<file path="src/rtl/normalize.sv">
// normalize: shifts an operand left by a supplied leading-zero count so the
// MSB lands in bit 31, producing the matching exponent and a zero flag.
// The shift is spread over several cycles, at most STEP bits per clock.
module normalize #(
   parameter int unsigned STEP = 8
) (
   input  logic        clk,
   input  logic        reset,
   input  logic        start,
   input  logic [31:0] a,
   input  logic [31:0] lz,
   output logic        busy,
   output logic        done,
   output logic [31:0] result,
   output logic [5:0]  exp,
   output logic        zero
);

   localparam int unsigned DATA_W = 32;
   localparam int unsigned CNT_W  = 6;
   localparam logic [CNT_W-1:0] STEP_AMT = CNT_W'(STEP);
   localparam logic [CNT_W-1:0] MSB_POS  = CNT_W'(DATA_W - 1);
   localparam logic [CNT_W-1:0] ZERO_LZ  = CNT_W'(DATA_W);

   typedef enum logic [1:0] {
      IDLE  = 2'd0,
      SHIFT = 2'd1,
      DONE  = 2'd2
   } state_t;

   state_t              state;
   state_t              state_next;
   logic [DATA_W-1:0]   w;
   logic [DATA_W-1:0]   w_next;
   logic [CNT_W-1:0]    r;
   logic [CNT_W-1:0]    r_next;
   logic [CNT_W-1:0]    exp_next;
   logic                zero_next;
   logic [CNT_W-1:0]    amt;
   logic [CNT_W-1:0]    lz_lo;
   logic                unused_lz;

   // Only the low six bits of the count matter; upper bits are don't-care.
   assign lz_lo     = lz[CNT_W-1:0];
   assign unused_lz = ^lz[DATA_W-1:CNT_W];

   // The working register is the result, visible at all times.
   assign result = w;

   // Next-state and datapath: load in IDLE, shift by min(R, STEP) in SHIFT.
   always_comb begin
      state_next = state;
      w_next     = w;
      r_next     = r;
      exp_next   = exp;
      zero_next  = zero;
      amt        = (r < STEP_AMT) ? r : STEP_AMT;

      case (state)
         IDLE: begin
            if (start) begin
               if (lz_lo >= ZERO_LZ) begin
                  w_next     = '0;
                  r_next     = '0;
                  exp_next   = '0;
                  zero_next  = 1'b1;
                  state_next = DONE;
               end else begin
                  w_next     = a;
                  r_next     = lz_lo;
                  exp_next   = MSB_POS - lz_lo;
                  zero_next  = 1'b0;
                  state_next = (lz_lo == '0) ? DONE : SHIFT;
               end
            end
         end
         SHIFT: begin
            w_next = w << amt;
            r_next = r - amt;
            if (r == amt) begin
               state_next = DONE;
            end
         end
         DONE: begin
            state_next = IDLE;
         end
         default: begin
            state_next = IDLE;
         end
      endcase
   end

   // State, datapath and status flags; busy/done follow the next state so
   // they line up with the state register.
   always_ff @(posedge clk or posedge reset) begin
      if (reset) begin
         state <= IDLE;
         w     <= '0;
         r     <= '0;
         exp   <= '0;
         zero  <= 1'b0;
         busy  <= 1'b0;
         done  <= 1'b0;
      end else begin
         state <= state_next;
         w     <= w_next;
         r     <= r_next;
         exp   <= exp_next;
         zero  <= zero_next;
         busy  <= (state_next != IDLE);
         done  <= (state_next == DONE);
      end
   end

endmodule

</file>
<file path="config.mk">
export PLATFORM = sky130hd
export DESIGN_NAME = normalize
export DESIGN_NICKNAME = d
export VERILOG_FILES = /design/src/rtl/normalize.sv
export SDC_FILE = /design/constraint.sdc
export NUM_CORES = 1
export LEC_CHECK = 0
export CAP_MARGIN = 30
export CORE_UTILIZATION = 25
export CTS_CLUSTER_DIAMETER = 80
export DETAILED_ROUTE_END_ITERATION = 10
export GPL_ROUTABILITY_DRIVEN = 0
export PLACE_DENSITY_LB_ADDON = 0.25
export SYNTH_ARGS = -nofsm -noshare
export SYNTH_HDL_FRONTEND = slang
export SYNTH_SLANG_ARGS = --single-unit
</file>
<file path="constraint.sdc">
create_clock -name clk -period 2.1 [get_ports clk]
set_input_delay 0.525 -clock clk [delete_from_list [all_inputs] [get_ports clk]]
set_output_delay 0.525 -clock clk [all_outputs]
set_load 0.02 [all_outputs]
</file>
After elaboration in Yosys (flattened, before gate mapping)
Cells that the tools add are included. Widths: inputs -> output; s select.

Flip-flop bits (word level): 49. Input bits: 67. Output and inout port bits: 41. Logic and storage cells: 36.

Add/sub/neg operators: 2. Magnitude comparators: 2. Equal/unequal tests: 4. Shift-type cells: 1. Mux-type cells: 14. Reductions and logical operators: 6.

Operators by type and width (count): $mux 32 (2); $pmux 32 s2 (1); $shl 32x6->32 (1); $mux 6 (4); $pmux 6 s2 (1); $mux 2 (4); $eq 6x6->1 (1); $ge 6x6->1 const B (1); $logic_not 6->1 (1); $lt 6x4->1 const B (1); $sub 5x6->6 const A (1); $sub 6x6->6 (1); $pmux 2 s2 (1); $reduce_and 2->1 (2); $reduce_bool 2->1 (2); $eq 2x1->1 const B (1); $eq 2x2->1 const B (1); $logic_not 2->1 (1); $ne 2x2->1 const B (1); $mux 1 (1).

Depth between registers and ports, before layout
Depth in word-level cells: 6. Mapped depth: 10. Mapped depth without buffers: 7.

Least setup slack after synthesis
Ideal clock, no wire load.

Kind: register to register. From: register r[5]. To: register r[4]. Library setup time: 0.141 ns. Arrival: 2.097 ns. Data required time: 1.959 ns. Slack: -0.139 ns. Cell stages (with the launch flop): 11. Buffers on the path: 3. Clock period less this slack: 2.239 ns. Path through: dfrtp_1 > buf_6 > or3_1 > clkbuf_1 > clkbuf_1 > nand2_1 > ha_1 > nor3_1 > or3b_2 > o2111ai_1 > a31oi_1.

Cells in the longest elaborated chain, start to end: 4.

Ends and longest elaborated chain: start, declared (RTL line 35) `logic [CNT_W-1:0] r;`; start signal, assigned (RTL line 107) `r <= r_next;`; $lt 6x4->1 (RTL line 57) `amt = (r < STEP_AMT) ? r : STEP_AMT;`; $mux 6 (RTL line 57); $sub 6x6->6 (RTL line 79) `r_next = r - amt;`; $pmux 6 s2 (RTL line 59) `case (state)`.

No other way between the ends. A chain may end at the register's enable or synchronous reset.

Worst setup path after layout
From: register r[3]. To: register w[18], in the netlist result[18].

Cells in the longest elaborated chain, start to end: 4.

Ends and longest elaborated chain: $lt 6x4->1 (RTL line 57); $mux 6 (*) (RTL line 57); $shl 32x6->32 (*) (RTL line 78) `w_next = w << amt;`; $pmux 32 s2 (*) (RTL line 59); end signal, assigned (RTL line 106) `w <= w_next;`; end, declared (RTL line 33) `logic [DATA_W-1:0] w;`.

Mark *: on every way between the ends. The rest lies on a longest branch, timed or not.

==> run_results.csv <==
group,metric,value,unit
clock_tree,cts_root_buf,"clkbuf_16",
sta,setup_ws,-0.0211,ns
floorplan,pin_count,108,
global_route,grt_pass1_vias,3758,
logic_synthesis,ys_top_cells_by_area,"dfrtp_1 (34%), mux2i_1 (17%), nand2_1 (3.7%)",
sta,worst_slew_pin_slew,0.701,ns
sta,min_period_over_period,101,%
detailed_routing,vias,3865,
power_and_ir_drop,p_sw_share,48.6,%
sta,fmax,471,MHz
logic_synthesis,synthCells,407,
sta,final_max_slew_viol_count,0,
global_route,grt_util_all_layers,18.9,%
status,status,"complete, but fails checks",
global_route,grt_pass1_wl,21400,µm
floorplan,dieArea,14900,µm²
logic_synthesis,async_flop_share,100,%
sta,hold_viol,0,
sta,relSlewSlack,53.1,%
logic_synthesis,ys_warn_count,0,
logic_synthesis,yosysMostFrequentCell,"mux2i_1",
critical_path,critPathMaxFanout,11,
power_and_ir_drop,seqPwrFrac,20.6,%
global_route,overflow,0,
sta,rsz0062_at_grt,"yes",
sta,skew,0.00742,ns
power_and_ir_drop,combPwrFrac,70.2,%
power_and_ir_drop,p_sw,4.69,mW
logic_synthesis,synth_top_area_share,34.0,%
sta,period_minus_slack,2.12,ns
detailed_routing,drc_errors,0,
clock_tree,cts_tree,"built",
floorplan,fp.dieW,122,µm
clock_tree,cts.clk_slew.worst_paths,0.08,ns
status,violations,"negative setup slack",
cells_and_area,final_area,5410,µm²
cells_and_area,nets,594,
logic_synthesis,ys_seq_area_share,34.0,%
detailed_routing,viasPerCell,5.47,
critical_path,critPathKind,"reg2reg",
worst_hold_path,hold_class,"reg2reg",
logic_synthesis,syn_area,3610,µm²
logic_synthesis,synthTopCellsByCount,"mux2i_1 (61), dfrtp_1 (49), nand2_1 (36)",
detailed_routing,drt_iter0_drc,251,
power_and_ir_drop,power.density,1790,nW/µm²
place,dpl.hpwl,10100,µm
clock_tree,clock_latency,0.30,ns
power_and_ir_drop,static-leakage-power,2.22,nW
detailed_routing,wl_per_cell,20.0,µm
place,pre_cts_ws,-0.116,ns
logic_synthesis,ys_ff_latch,49,
detailed_routing,final_antenna_net_count,0,
sta,setup_viol,1,
clock_tree,cts_sinks,49,
clock_tree,numCtsBuffers,5,
power_and_ir_drop,p_int,4.96,mW
clock_tree,h-tree-depth,2,
power_and_ir_drop,clkPwrFrac,9.2,%
cells_and_area,n_antenna_cell,0,
cells_and_area,area_growth,49.8,%
logic_synthesis,synth_edf_count,0,
job,max_cap_violations,0,
place,io_buffers,81,
critical_path,arrival,2.31,ns
logic_synthesis,syn_area_per_cell,8.87,µm²
global_route,grt_max_degree,50,
sta,hold_ws,0.488,ns
critical_path,endpoint_kind,"register",
place,placed_area,5010,µm²
floorplan,die_h,122,µm
logic_synthesis,synth_fp_nets,475,
critical_path,crit_required,2.29,ns
clock_tree,clock_path_buffers,2,
cells_and_area,drive_above_1_share,23.0,%
floorplan,rows,43,
detailed_routing,drtPass1Iterations,5,
logic_synthesis,synth_area_leader_cell,"dfrtp_1",
critical_path,startpoint_type,"register",
detailed_routing,drt-total-wl,14200,µm
logic_synthesis,synth_cell_types,56,
power_and_ir_drop,ir_drop,573,µV
cells_and_area,final_core_util,38.6,%
logic_synthesis,synth-main-ff-cell,"dfrtp_1",
floorplan,core,14000,µm²
floorplan,start_util,25.8,%
global_route,antenna_found_initial,0,
==> worst paths after layout <==
path / from / end / slack [ns] / cells after the start
max: r[3] / result[18] / -0.02 / 6
min reg2reg: result[31] / result[31] / 0.49 / 2
min in group asynchronous: reset / exp[5] / 0.59 / 3
max in group asynchronous: reset / result[1] / 1.24 / 3
min: result[31] / result[31] / 0.49 / 2
max reg2reg: r[3] / result[18] / -0.02 / 6
==> worst max-delay path, stage by stage (launching register included) <==
cell and delay (ns):
dfrtp_1 0.39, or4b_1 0.54, buf_6 0.19, mux2i_2 0.18
mux2i_2 0.27, mux2i_2 0.16, o311ai_1 0.27
==> timing repair <==
action,CTS,global route
pin swaps,2,3
endpoints found under the setup margin,11,24
hold buffers,0,0
gates cloned,0,1
buffers inserted,0,4
resized for setup,8,32
==> power by group through the flow <==
| stage | Clock, mW | Combinational, mW | Sequential (mW) |
|---|---|---|---|
| after floorplan | 0 | 3.19 | 2.28 |
| after global placement | 0 | 6.17 | 1.93 |
| after detailed placement | 0 | 6.21 | 1.94 |
| after CTS | 0.898 | 6.31 | 1.94 |
| after global routing | 0.936 | 7.22 | 2.05 |
| final | 0.887 | 6.78 | 1.99 |
==> layout make-up <==
cell class | instances | area, µm²
flip-flops and latches | 49 | 1230
multi-input cells | 312 | 2360
clock buffers | 6 | 139
inverters | 6 | 22.5
repair buffers | 152 | 1420
clock inverters | 2 | 17.5
fillers | 1418 | 8580
well taps | 180 | 225
==> state kept, by name, indices dropped and copies added (netlist names) <==
register	cells
exp	6
done	1
state	2
result	32
zero	1
r	6
busy	1
==> kinds of logic (layout without fill, tap and decap cells) <==
| kind of cell | Yosys count | after routing | synth area share, % |
|---|---|---|---|
| other | 1 | 1 | 0.104 |
| adders and majority gates | 1 | 1 | 0.347 |
| buffers and inverters | 46 | 166 | 5.79 |
| and+or+nand+nor | 111 | 111 | 15.1 |
| muxes | 66 | 66 | 19.5 |
| DFF | 49 | 49 | 34.0 |
| AOI/OAI and AO/OA | 133 | 133 | 25.2 |
==> cell usage in the layout (no fill, tap or decap), types with 9 or more instances in the layout <==
master	n
a22oi_1	15
nor2_1	32
nand2b_1	9
dfrtp_1	48
nand2_1	35
o21ai_0	21
a21oi_1	24
buf_4	62
mux2i_1	47
mux2i_2	13
nor3_1	9
clkdlybuf4s50_1	81
==> stage by stage <==
step                      total power [mW]  setup TNS [ns]  std cells
after global placement                8.11          -0.521        694
final                                 9.66         -0.0211        707
after CTS                             9.15               0        702
after global routing                  10.2          -0.120        707
after floorplan                       5.46               0        407
after detailed placement              8.15           -1.24        694
==> metal layers <==
metal	track usage, %	part of all wire, %	up-vias
met4	6.71	2.2	0
met2	28.6	45	148
met3	3.70	6.2	21
met5	0	0	-
met1	26.6	46	1920
li1	-	-	1776
Note: power is estimated with default switching activity, not from simulation.
